[src/rtl/instr_mem_pkg.sv]
// Shared definitions for the instruction-memory loader: FSM states, error codes, sync marker.
package instr_mem_pkg;

  typedef enum logic [2:0] {
    StIdle,
    StHdr,
    StData,
    StChk,
    StDone
  } state_e;

  localparam logic [1:0] ERR_NONE = 2'd0;
  localparam logic [1:0] ERR_CHK  = 2'd1;
  localparam logic [1:0] ERR_TMO  = 2'd2;
  localparam logic [1:0] ERR_ADDR = 2'd3;

  localparam logic [7:0] SYNC_BYTE_DEFAULT = 8'hA5;

endpackage

[src/rtl/loader_word_asm.sv]
// Byte-to-word assembler: collects little-endian bytes into a 32-bit word and
// keeps a running XOR of every data byte seen since the last clear.
module loader_word_asm (
  input  logic        clk,
  input  logic        reset,
  input  logic        clear,
  input  logic        byte_en,
  input  logic [7:0]  byte_in,
  output logic        word_done,
  output logic [31:0] word,
  output logic [7:0]  chk
);

  logic [1:0]  idx_q;
  logic [23:0] shift_q;
  logic [7:0]  chk_q;

  // The 4th byte completes the word combinationally so the top can register it directly.
  assign word_done = byte_en && (idx_q == 2'd3);
  assign word      = {byte_in, shift_q};
  assign chk       = chk_q;

  // Byte index, lower three bytes of the word and running checksum.
  always_ff @(posedge clk or posedge reset) begin
    if (reset) begin
      idx_q   <= 2'd0;
      shift_q <= 24'd0;
      chk_q   <= 8'd0;
    end else if (clear) begin
      idx_q   <= 2'd0;
      shift_q <= 24'd0;
      chk_q   <= 8'd0;
    end else if (byte_en) begin
      idx_q <= idx_q + 2'd1;
      chk_q <= chk_q ^ byte_in;
      if (idx_q != 2'd3) begin
        shift_q[8*idx_q +: 8] <= byte_in;
      end
    end
  end

endmodule

[src/rtl/instr_mem_loader.sv]
// Framed byte-stream loader for the instruction memory write port. Holds the core
// in reset while an image loads and releases it after a packet with a good checksum.
module instr_mem_loader
  import instr_mem_pkg::*;
#(
  parameter int unsigned ADDR_W      = 10,
  parameter int unsigned TIMEOUT_CYC = 100000,
  parameter logic [7:0]  SYNC_BYTE   = SYNC_BYTE_DEFAULT
) (
  input  logic              clk,
  input  logic              reset,
  input  logic [7:0]        in_data,
  input  logic              in_valid,
  output logic              in_ready,
  output logic              mem_we,
  output logic [ADDR_W-1:0] mem_addr,
  output logic [31:0]       mem_wdata,
  output logic              busy,
  output logic              done,
  output logic [1:0]        err_code,
  output logic              cpu_hold
);

  localparam int unsigned GapW = $clog2(TIMEOUT_CYC + 1);

  state_e            state_q, state_d;
  logic [1:0]        hdr_idx_q, hdr_idx_d;
  logic [7:0]        start_lo_q, start_lo_d;
  logic [15:0]       cnt_q, cnt_d;
  logic [ADDR_W-1:0] next_addr_q, next_addr_d;
  logic              mem_we_q, mem_we_d;
  logic [ADDR_W-1:0] mem_addr_q, mem_addr_d;
  logic [31:0]       mem_wdata_q, mem_wdata_d;
  logic [1:0]        err_q, err_d;
  logic              hold_q, hold_d;
  logic [GapW-1:0]   gap_q, gap_d;

  logic        accept;
  logic        asm_clear, asm_en, word_done;
  logic [31:0] word;
  logic [7:0]  chk;
  logic [15:0] start_full, cnt_full;
  logic [31:0] gap_inc;
  logic        timeout;

  assign in_ready   = !reset && (state_q != StDone);
  assign accept     = in_valid && in_ready;
  assign start_full = {in_data, start_lo_q};
  assign cnt_full   = {in_data, cnt_q[7:0]};
  assign gap_inc    = 32'(gap_q) + 32'd1;
  // A byte in the same cycle wins over the timeout.
  assign timeout    = !accept && (state_q inside {StHdr, StData, StChk}) &&
                      (gap_inc == TIMEOUT_CYC);

  assign mem_we    = mem_we_q;
  assign mem_addr  = mem_addr_q;
  assign mem_wdata = mem_wdata_q;
  assign busy      = (state_q != StIdle);
  assign done      = (state_q == StDone);
  assign err_code  = err_q;
  assign cpu_hold  = hold_q;

  loader_word_asm u_word_asm (
    .clk       (clk),
    .reset     (reset),
    .clear     (asm_clear),
    .byte_en   (asm_en),
    .byte_in   (in_data),
    .word_done (word_done),
    .word      (word),
    .chk       (chk)
  );

  // Next-state: packet parsing, write generation, checksum verdict and idle timeout.
  always_comb begin
    state_d     = state_q;
    hdr_idx_d   = hdr_idx_q;
    start_lo_d  = start_lo_q;
    cnt_d       = cnt_q;
    next_addr_d = next_addr_q;
    mem_we_d    = 1'b0;
    mem_addr_d  = mem_addr_q;
    mem_wdata_d = mem_wdata_q;
    err_d       = err_q;
    hold_d      = hold_q;
    asm_clear   = 1'b0;
    asm_en      = 1'b0;
    gap_d       = (accept || state_q == StIdle) ? '0 : gap_inc[GapW-1:0];

    unique case (state_q)
      StIdle: begin
        if (accept && in_data == SYNC_BYTE) begin
          state_d   = StHdr;
          hdr_idx_d = 2'd0;
          err_d     = ERR_NONE;
          hold_d    = 1'b1;
          cnt_d     = 16'd0;
          asm_clear = 1'b1;
        end
      end
      StHdr: begin
        if (accept) begin
          hdr_idx_d = hdr_idx_q + 2'd1;
          unique case (hdr_idx_q)
            2'd0: start_lo_d = in_data;
            2'd1: begin
              if ((start_full >> ADDR_W) != 16'd0) begin
                err_d   = ERR_ADDR;
                state_d = StIdle;
              end else begin
                next_addr_d = start_full[ADDR_W-1:0];
              end
            end
            2'd2: cnt_d = {8'h00, in_data};
            2'd3: begin
              cnt_d   = cnt_full;
              state_d = (cnt_full != 16'd0) ? StData : StChk;
            end
          endcase
        end
      end
      StData: begin
        if (accept) begin
          asm_en = 1'b1;
          if (word_done) begin
            mem_we_d    = 1'b1;
            mem_addr_d  = next_addr_q;
            mem_wdata_d = word;
            next_addr_d = next_addr_q + 1'b1;
            cnt_d       = cnt_q - 16'd1;
            if (cnt_q == 16'd1) begin
              state_d = StChk;
            end
          end
        end
      end
      StChk: begin
        if (accept) begin
          if (in_data == chk) begin
            state_d = StDone;
            hold_d  = 1'b0;
          end else begin
            err_d   = ERR_CHK;
            state_d = StIdle;
          end
        end
      end
      StDone: state_d = StIdle;
      default: state_d = StIdle;
    endcase

    if (timeout) begin
      err_d   = ERR_TMO;
      state_d = StIdle;
    end
  end

  // State and output registers; reset aborts any packet and holds the core.
  always_ff @(posedge clk or posedge reset) begin
    if (reset) begin
      state_q     <= StIdle;
      hdr_idx_q   <= 2'd0;
      start_lo_q  <= 8'd0;
      cnt_q       <= 16'd0;
      next_addr_q <= '0;
      mem_we_q    <= 1'b0;
      mem_addr_q  <= '0;
      mem_wdata_q <= 32'd0;
      err_q       <= ERR_NONE;
      hold_q      <= 1'b1;
      gap_q       <= '0;
    end else begin
      state_q     <= state_d;
      hdr_idx_q   <= hdr_idx_d;
      start_lo_q  <= start_lo_d;
      cnt_q       <= cnt_d;
      next_addr_q <= next_addr_d;
      mem_we_q    <= mem_we_d;
      mem_addr_q  <= mem_addr_d;
      mem_wdata_q <= mem_wdata_d;
      err_q       <= err_d;
      hold_q      <= hold_d;
      gap_q       <= gap_d;
    end
  end

endmodule

[config.mk]
export PLATFORM = sky130hd
export DESIGN_NAME = instr_mem_loader
export DESIGN_NICKNAME = d
export VERILOG_FILES = /design/src/rtl/instr_mem_pkg.sv /design/src/rtl/loader_word_asm.sv /design/src/rtl/instr_mem_loader.sv
export SDC_FILE = /design/constraint.sdc
export NUM_CORES = 1
export LEC_CHECK = 0
export BUFFER_PORTS_ARGS = -buffer_cell sky130_fd_sc_hd__buf_4
export CELL_PAD_IN_SITES_DETAIL_PLACEMENT = 0
export CELL_PAD_IN_SITES_GLOBAL_PLACEMENT = 1
export CORE_AREA = 2 2 112 136
export CTS_BUF_LIST = sky130_fd_sc_hd__clkbuf_16
export CTS_CLUSTER_DIAMETER = 40
export DETAILED_ROUTE_END_ITERATION = 8
export DIE_AREA = 0 0 114 138
export PLACE_DENSITY = 0.79
export SYNTH_ARGS = -nofsm -noshare
export SYNTH_HDL_FRONTEND = slang
export SYNTH_SLANG_ARGS = --single-unit
[constraint.sdc]
create_clock -name clk -period 5.3 [get_ports clk]
set_input_delay 0.265 -clock clk [delete_from_list [all_inputs] [get_ports clk]]
set_output_delay 0.265 -clock clk [all_outputs]
set_load 0.01 [all_outputs]
-- After elaboration in Yosys (flattened, before gate mapping)
Index checks and enable logic that the tools add are counted.
W data, S select, Z words.
- ROM bits: 0
- output and inout bits: 49
- register bits: 136
- bits of input ports: 11
- memories: 0
- latch bits: 0
- RAM bits: 0
- $add $sub $neg: 6
- magnitude comparators: 0
- $mul: 0
- bitwise logic cells: 1
- reduce and logical (&&, ||, !) cells: 32
- shift operators: 2
- muxes and demuxes: 54
- eq/ne operators: 36
- divide/modulo/power cells: 0
- operators with widths (kind ; count):
    $mux W24 ; 3
    $mux W16 ; 4
    $mux W10 ; 5
    $pmux W16 S3 ; 1
    $neg A5 Y34 ; 1
    $shift A8 B34 Y24 const A ; 1
    $shiftx A8 B34 Y24 ; 1
    $pmux W16 S2 ; 1
    $reduce_bool A16 Y1 ; 2
    $mux W3 ; 9
    $bwmux W24 ; 1
    $mux W2 ; 10
    $pmux W10 S2 ; 1
    $add A17 B1 Y18 const B ; 1
    $eq A18 B17 Y1 const B ; 1
    $mux W17 ; 1
    $eq A16 B1 Y1 const B ; 1
    $mux W8 ; 2
    $sub A16 B1 Y16 const B ; 1
    $ne A3 B2 Y1 const B ; 5
    $ne A3 B3 Y1 const B ; 5
    $reduce_and A7 Y1 ; 2
    $ne A2 B2 Y1 const B ; 6
    $pmux W3 S4 ; 1
    32 further kinds ; 65

-- Longest topological paths before layout
- depth in word-level cells: 10
- gate-level depth with buffers: 9

-- Cells and area by module
A second synthesis with hierarchy kept.
- cells, all modules: 619
- area total of the unflattened synthesis: 6779.0 µm²
- modules (own cells, without submodules) (module ; instances ; cells each ; area an instance (µm²)):
    instr_mem_loader ; 1 ; 501 ; 5302.6
    loader_word_asm ; 1 ; 118 ; 1476.4

-- Least setup slack after synthesis
OpenSTA, ideal clock, no wires.
- path type: input port to flip-flop
- from: input reset
- to: register u_word_asm.shift_q[0]
- setup time: 68 ps
- data arrival time: 4807 ps
- required time: 5232 ps
- setup slack: 426 ps
- buffers on the path: 0
- stages: 5
- cell sequence: inv_1 > nand2_1 > nor3_2 > nor4b_2 > a22o_1
- cells in the longest elaborated chain, start to end: 8
- elaborated cells on any way between the ends: 12
- ends and longest elaborated chain (item ; line ; text):
    start, declared ; instr_mem_loader.sv:11 ; input logic reset,
    $logic_not A1 Y1 (no source line) (*) ; -- ;
    $logic_and A1 B1 Y1 (*) ; instr_mem_loader.sv:46 ; assign in_ready = !reset && (state_q != StDone);
    $logic_and A1 B1 Y1 (*) ; instr_mem_loader.sv:47 ; assign accept = in_valid && in_ready;
    $logic_and A1 B1 Y1 ; instr_mem_loader.sv:92 ; if (accept && in_data == SYNC_BYTE) begin
    $mux W1 ; instr_mem_loader.sv:92 ;
    $mux W1 ; instr_mem_loader.sv:90 ; unique case (state_q)
    $reduce_bool A2 Y1 (no source line) ; -- ;
    $reduce_and A2 Y1 (no source line) ; -- ;
    end signal, assigned by index ; loader_word_asm.sv:37 ; shift_q[8*idx_q +: 8] <= byte_in;
    end, declared ; loader_word_asm.sv:15 ; logic [23:0] shift_q;
Every way passes the cells marked *; elsewhere a longest branch is shown, timed or not.
A chain may end at the register's enable or synchronous reset.

-- Final worst setup path
- from: input reset
- to: register mem_addr_q[8], in the netlist mem_addr[8]
- cells in the longest elaborated chain, start to end: 7
- ends and longest elaborated chain (item ; line ; text):
    $logic_not A1 Y1 (no source line) (*) ; -- ;
    $logic_and A1 B1 Y1 (*) ; instr_mem_loader.sv:46 ;
    $logic_and A1 B1 Y1 (*) ; instr_mem_loader.sv:47 ;
    $mux W1 ; instr_mem_loader.sv:123 ; if (accept) begin
    $mux W1 ; instr_mem_loader.sv:90 ;
    $logic_and A1 B1 Y1 ; loader_word_asm.sv:19 ; assign word_done = byte_en && (idx_q == 2'd3);
    $reduce_and A3 Y1 (no source line) (*) ; -- ;
    end signal, assigned ; instr_mem_loader.sv:179 ; mem_addr_q <= mem_addr_d;
    end, declared ; instr_mem_loader.sv:32 ; logic [ADDR_W-1:0] mem_addr_q, mem_addr_d;
Marked as above.

==> metrics.csv <==
metric,value,unit
unrepaired setup endpoints after global routing,false,
Placed Area,0.00726,mm2
synthesized net count,663,
crit end category,register,
total inserted antenna cells,0,
remaining antenna violation count,0,
y dimension of the die,138,um
total iterations of the first detailed-routing run,5,
CTS tree,built,
most repeated cell in the gate-level netlist after synthesis,sky130_fd_sc_hd__dfrtp_1,
pin count of the biggest net entering global routing,53,
CTS H-Tree Depth,4,
Placeable Area,0.0146,mm2
routed wire length per instance,17.9,um
Synthesis Warnings,0,
number of sinks on the clock net,136,
library cell used as clock root buffer,sky130_fd_sc_hd__clkbuf_16,
"Clk pin slew, worst setup/hold paths",0.06,ns
area taken by multi-input logic gates,0.00308,mm2
number of ports placed on the die boundary,60,
Tightest Hold Check Type,in -> reg,
clock latency at the later pin of the worst-skew pair,0.43,ns
library cell occupying the most area in the post-synthesis netlist,sky130_fd_sc_hd__dfrtp_1,
Gate Count Post-Synth,637,
final critical-path share of the clock period,0.633,
top area cells in the synthesized netlist,"sky130_fd_sc_hd__dfrtp_1 (51%), sky130_fd_sc_hd__mux2_2 (8.6%), sky130_fd_sc_hd__nor2_1 (4.1%), sky130_fd_sc_hd__xor2_1 (3.4%), sky130_fd_sc_hd__a21oi_1 (2.8%)",
Setup Total Neg Slack,0,ns
nature of the critical path startpoint,input port,
Layout Skew,0.00544,ns
Filler Cell Count,1293,
GR Overflow Total,0,
number of failing setup endpoints in the final timing report,0,
Max-Cap Viols,0,
start-to-end type of the worst setup path,in -> reg,
post-synthesis cell area,0.00668,mm2
global placement routability congestion,0.860,
Yosys cell types,60,
run status,completed,
IR Drop Worst-Case VDD,0.000264,V
antenna violations before repair,0,
die area,0.0157,mm2
global-route wire length before repair,26000,um
Pwr Density,487,mW/mm2
average size of a mapped cell,10.5,um2
setup slack of the critical path after layout,1.94,ns
most instantiated cells after synthesis,"sky130_fd_sc_hd__dfrtp_1 (135), sky130_fd_sc_hd__nor2_1 (73), sky130_fd_sc_hd__mux2_2 (51)",
buffer depth of the longest clock path,2,
via count normalized by instance count,5.74,
Setup Buffers After CTS,0,
Max Fanout on Critical Path,46,
sequential share of the synthesized area,0.509,
final wirelength,15800,um
number of enable-type register cells in the synthesized netlist,0,
DRC viols,0,
relative area change from synthesis to final layout,17.7,%
row count,49,
Synth async-reset ratio,1.00,
initial detailed-routing violation count,443,
share of the synthesized area in the top cell type,0.506,
post-route cell area,0.00787,mm2
Crit path arrival time,3.66,ns
data required time of the critical path,5.61,ns
number of buffers created by CTS,17,
number of nets in the final layout,716,
Lkg Pwr,0.00372,uW
detailed placement HPWL,10400,um
Port Buf Inserts,59,
ratio of cells with drive above 1 in the final layout,0.236,
vias in the first global route,5074,
area occupied by registers,0.00340,mm2
worst slew pin tran,1.02,ns
overall fraction of global-route tracks in use,0.210,
final count of hold timing violations,0,
highest attainable clock frequency,298,MHz
total via count in the routed design,5053,
starting density of the core,0.458,
DIE WIDTH,114,um
remaining max-slew budget at the tightest pin,0.320,
pre-CTS WS,2.03,ns
"Primary FF master, synth",sky130_fd_sc_hd__dfrtp_1,
final slew viol count,0,
register bit count reported by yosys,136,
"Min Clock Period, post-route",3.36,ns
-- cell usage in the layout (no fill, tap or decap), types with 4 or more instances in the layout --
cell                           n
sky130_fd_sc_hd__a21oi_1      38
sky130_fd_sc_hd__buf_4        65
sky130_fd_sc_hd__inv_1        16
sky130_fd_sc_hd__nand3b_1      6
sky130_fd_sc_hd__xor2_1       26
sky130_fd_sc_hd__nor3b_1       5
sky130_fd_sc_hd__and4_1        4
sky130_fd_sc_hd__and3_1        5
sky130_fd_sc_hd__and2_1        4
sky130_fd_sc_hd__nand3_1      26
sky130_fd_sc_hd__o21ai_1      26
sky130_fd_sc_hd__clkbuf_16    17
sky130_fd_sc_hd__nor2_1       73
sky130_fd_sc_hd__clkinvlp_4    4
sky130_fd_sc_hd__a22oi_1       8
sky130_fd_sc_hd__nand2b_1      4
sky130_fd_sc_hd__ha_1         15
sky130_fd_sc_hd__mux2_2       51
sky130_fd_sc_hd__dfrtp_1     135
sky130_fd_sc_hd__o21ai_0       9
sky130_fd_sc_hd__nor3_1       13
sky130_fd_sc_hd__a22o_1       16
sky130_fd_sc_hd__xnor2_1       8
sky130_fd_sc_hd__a31oi_1       4
sky130_fd_sc_hd__nor2b_1       4
sky130_fd_sc_hd__o22ai_1       6
sky130_fd_sc_hd__nor4_1        9
sky130_fd_sc_hd__nand2_1      47
-- layer usage --
layer	vias up	wire [um]	GRT usage
met4	0	201	0.0578
met2	107	8130	0.346
met5	-	0	0
li1	2360	-	-
met3	20	599	0.0495
met1	2566	6820	0.278
-- report_power, final --
| part | switching, uW | leakage (uW) | internal (uW) |
|---|---|---|---|
| Clock | 466 | 0.000285 | 740 |
| Combinational | 640 | 0.00161 | 464 |
| Sequential | 229 | 0.00183 | 1290 |
-- flip-flops by register name, summed over array words and instances, names as in the netlist, 3 cells and up --
register and cells:
u_word_asm.chk 8, mem_wdata 32, cnt_q 16, gap_q 17
state_q 3, next_addr_q 10, start_lo_q 8, mem_addr 10
u_word_asm.shift_q 24
-- worst paths after layout --
check	from	end	slack [ns]	depth (start not counted)
setup / recovery	reset	mem_addr[8]$_DFFE_PP0P_	1.94	7
hold / removal	in_data[6]	u_word_asm.shift_q[14]$_DFFE_PP0P_	0.19	3
setup reg to reg	state_q[0]$_DFFE_PP0P_	mem_addr[8]$_DFFE_PP0P_	2.17	5
hold reg to reg	start_lo_q[0]$_DFFE_PP0P_	next_addr_q[0]$_DFFE_PP0P_	0.50	2
max in group asynchronous	reset	mem_wdata[1]$_DFFE_PP0P_	3.75	4
min in group asynchronous	reset	mem_wdata[28]$_DFFE_PP0P_	0.48	3
-- cell families (layout without fill, tap and decap cells) --
group | after synthesis | after routing | share of synthesized area
AND/OR/NAND/NOR | 223 | 223 | 0.177
flip-flops | 136 | 136 | 0.509
AO/OA/AOI/OAI | 127 | 127 | 0.121
multiplexers | 54 | 54 | 0.0904
buffers and inverters | 48 | 114 | 0.0303
XOR/XNOR | 34 | 34 | 0.0446
adder cells (fa/ha/maj) | 15 | 15 | 0.0281
-- repair_timing --
item,4_1_cts,5_1_grt
setup endpoints to repair,0,0
gates resized for setup,0,0
hold endpoints to repair,43,0
hold buffers,1,0
-- per-stage QoR --
stage	utilization	hold slack (ns)	instances	total power (uW)
after floorplan	-	0.461	637	2300
after global routing	0.539	0.195	881	4060
final	0.539	0.192	881	3830
after detailed placement	0.497	0.379	848	2630
after CTS	0.539	0.181	881	3850
after global placement	0.497	0.370	848	2600
-- critical path: stages --
cell	delay (ns)
sky130_fd_sc_hd__dlygate4sd3_1	0.53
sky130_fd_sc_hd__buf_4	0.16
sky130_fd_sc_hd__inv_4	0.40
sky130_fd_sc_hd__nand2_1	0.26
sky130_fd_sc_hd__nor2_1	0.69
sky130_fd_sc_hd__nand2_2	0.77
sky130_fd_sc_hd__mux2_2	0.53
-- layout make-up --
type | count | share of cell area
sequential | 136 | 0.433
multi-input combinational | 453 | 0.391
timing repair buffer | 66 | 0.0633
clock buffer | 17 | 0.0541
tap | 178 | 0.0283
clock inverter | 15 | 0.0224
inverter | 16 | 0.00795
(Power assumes the default switching activity.)
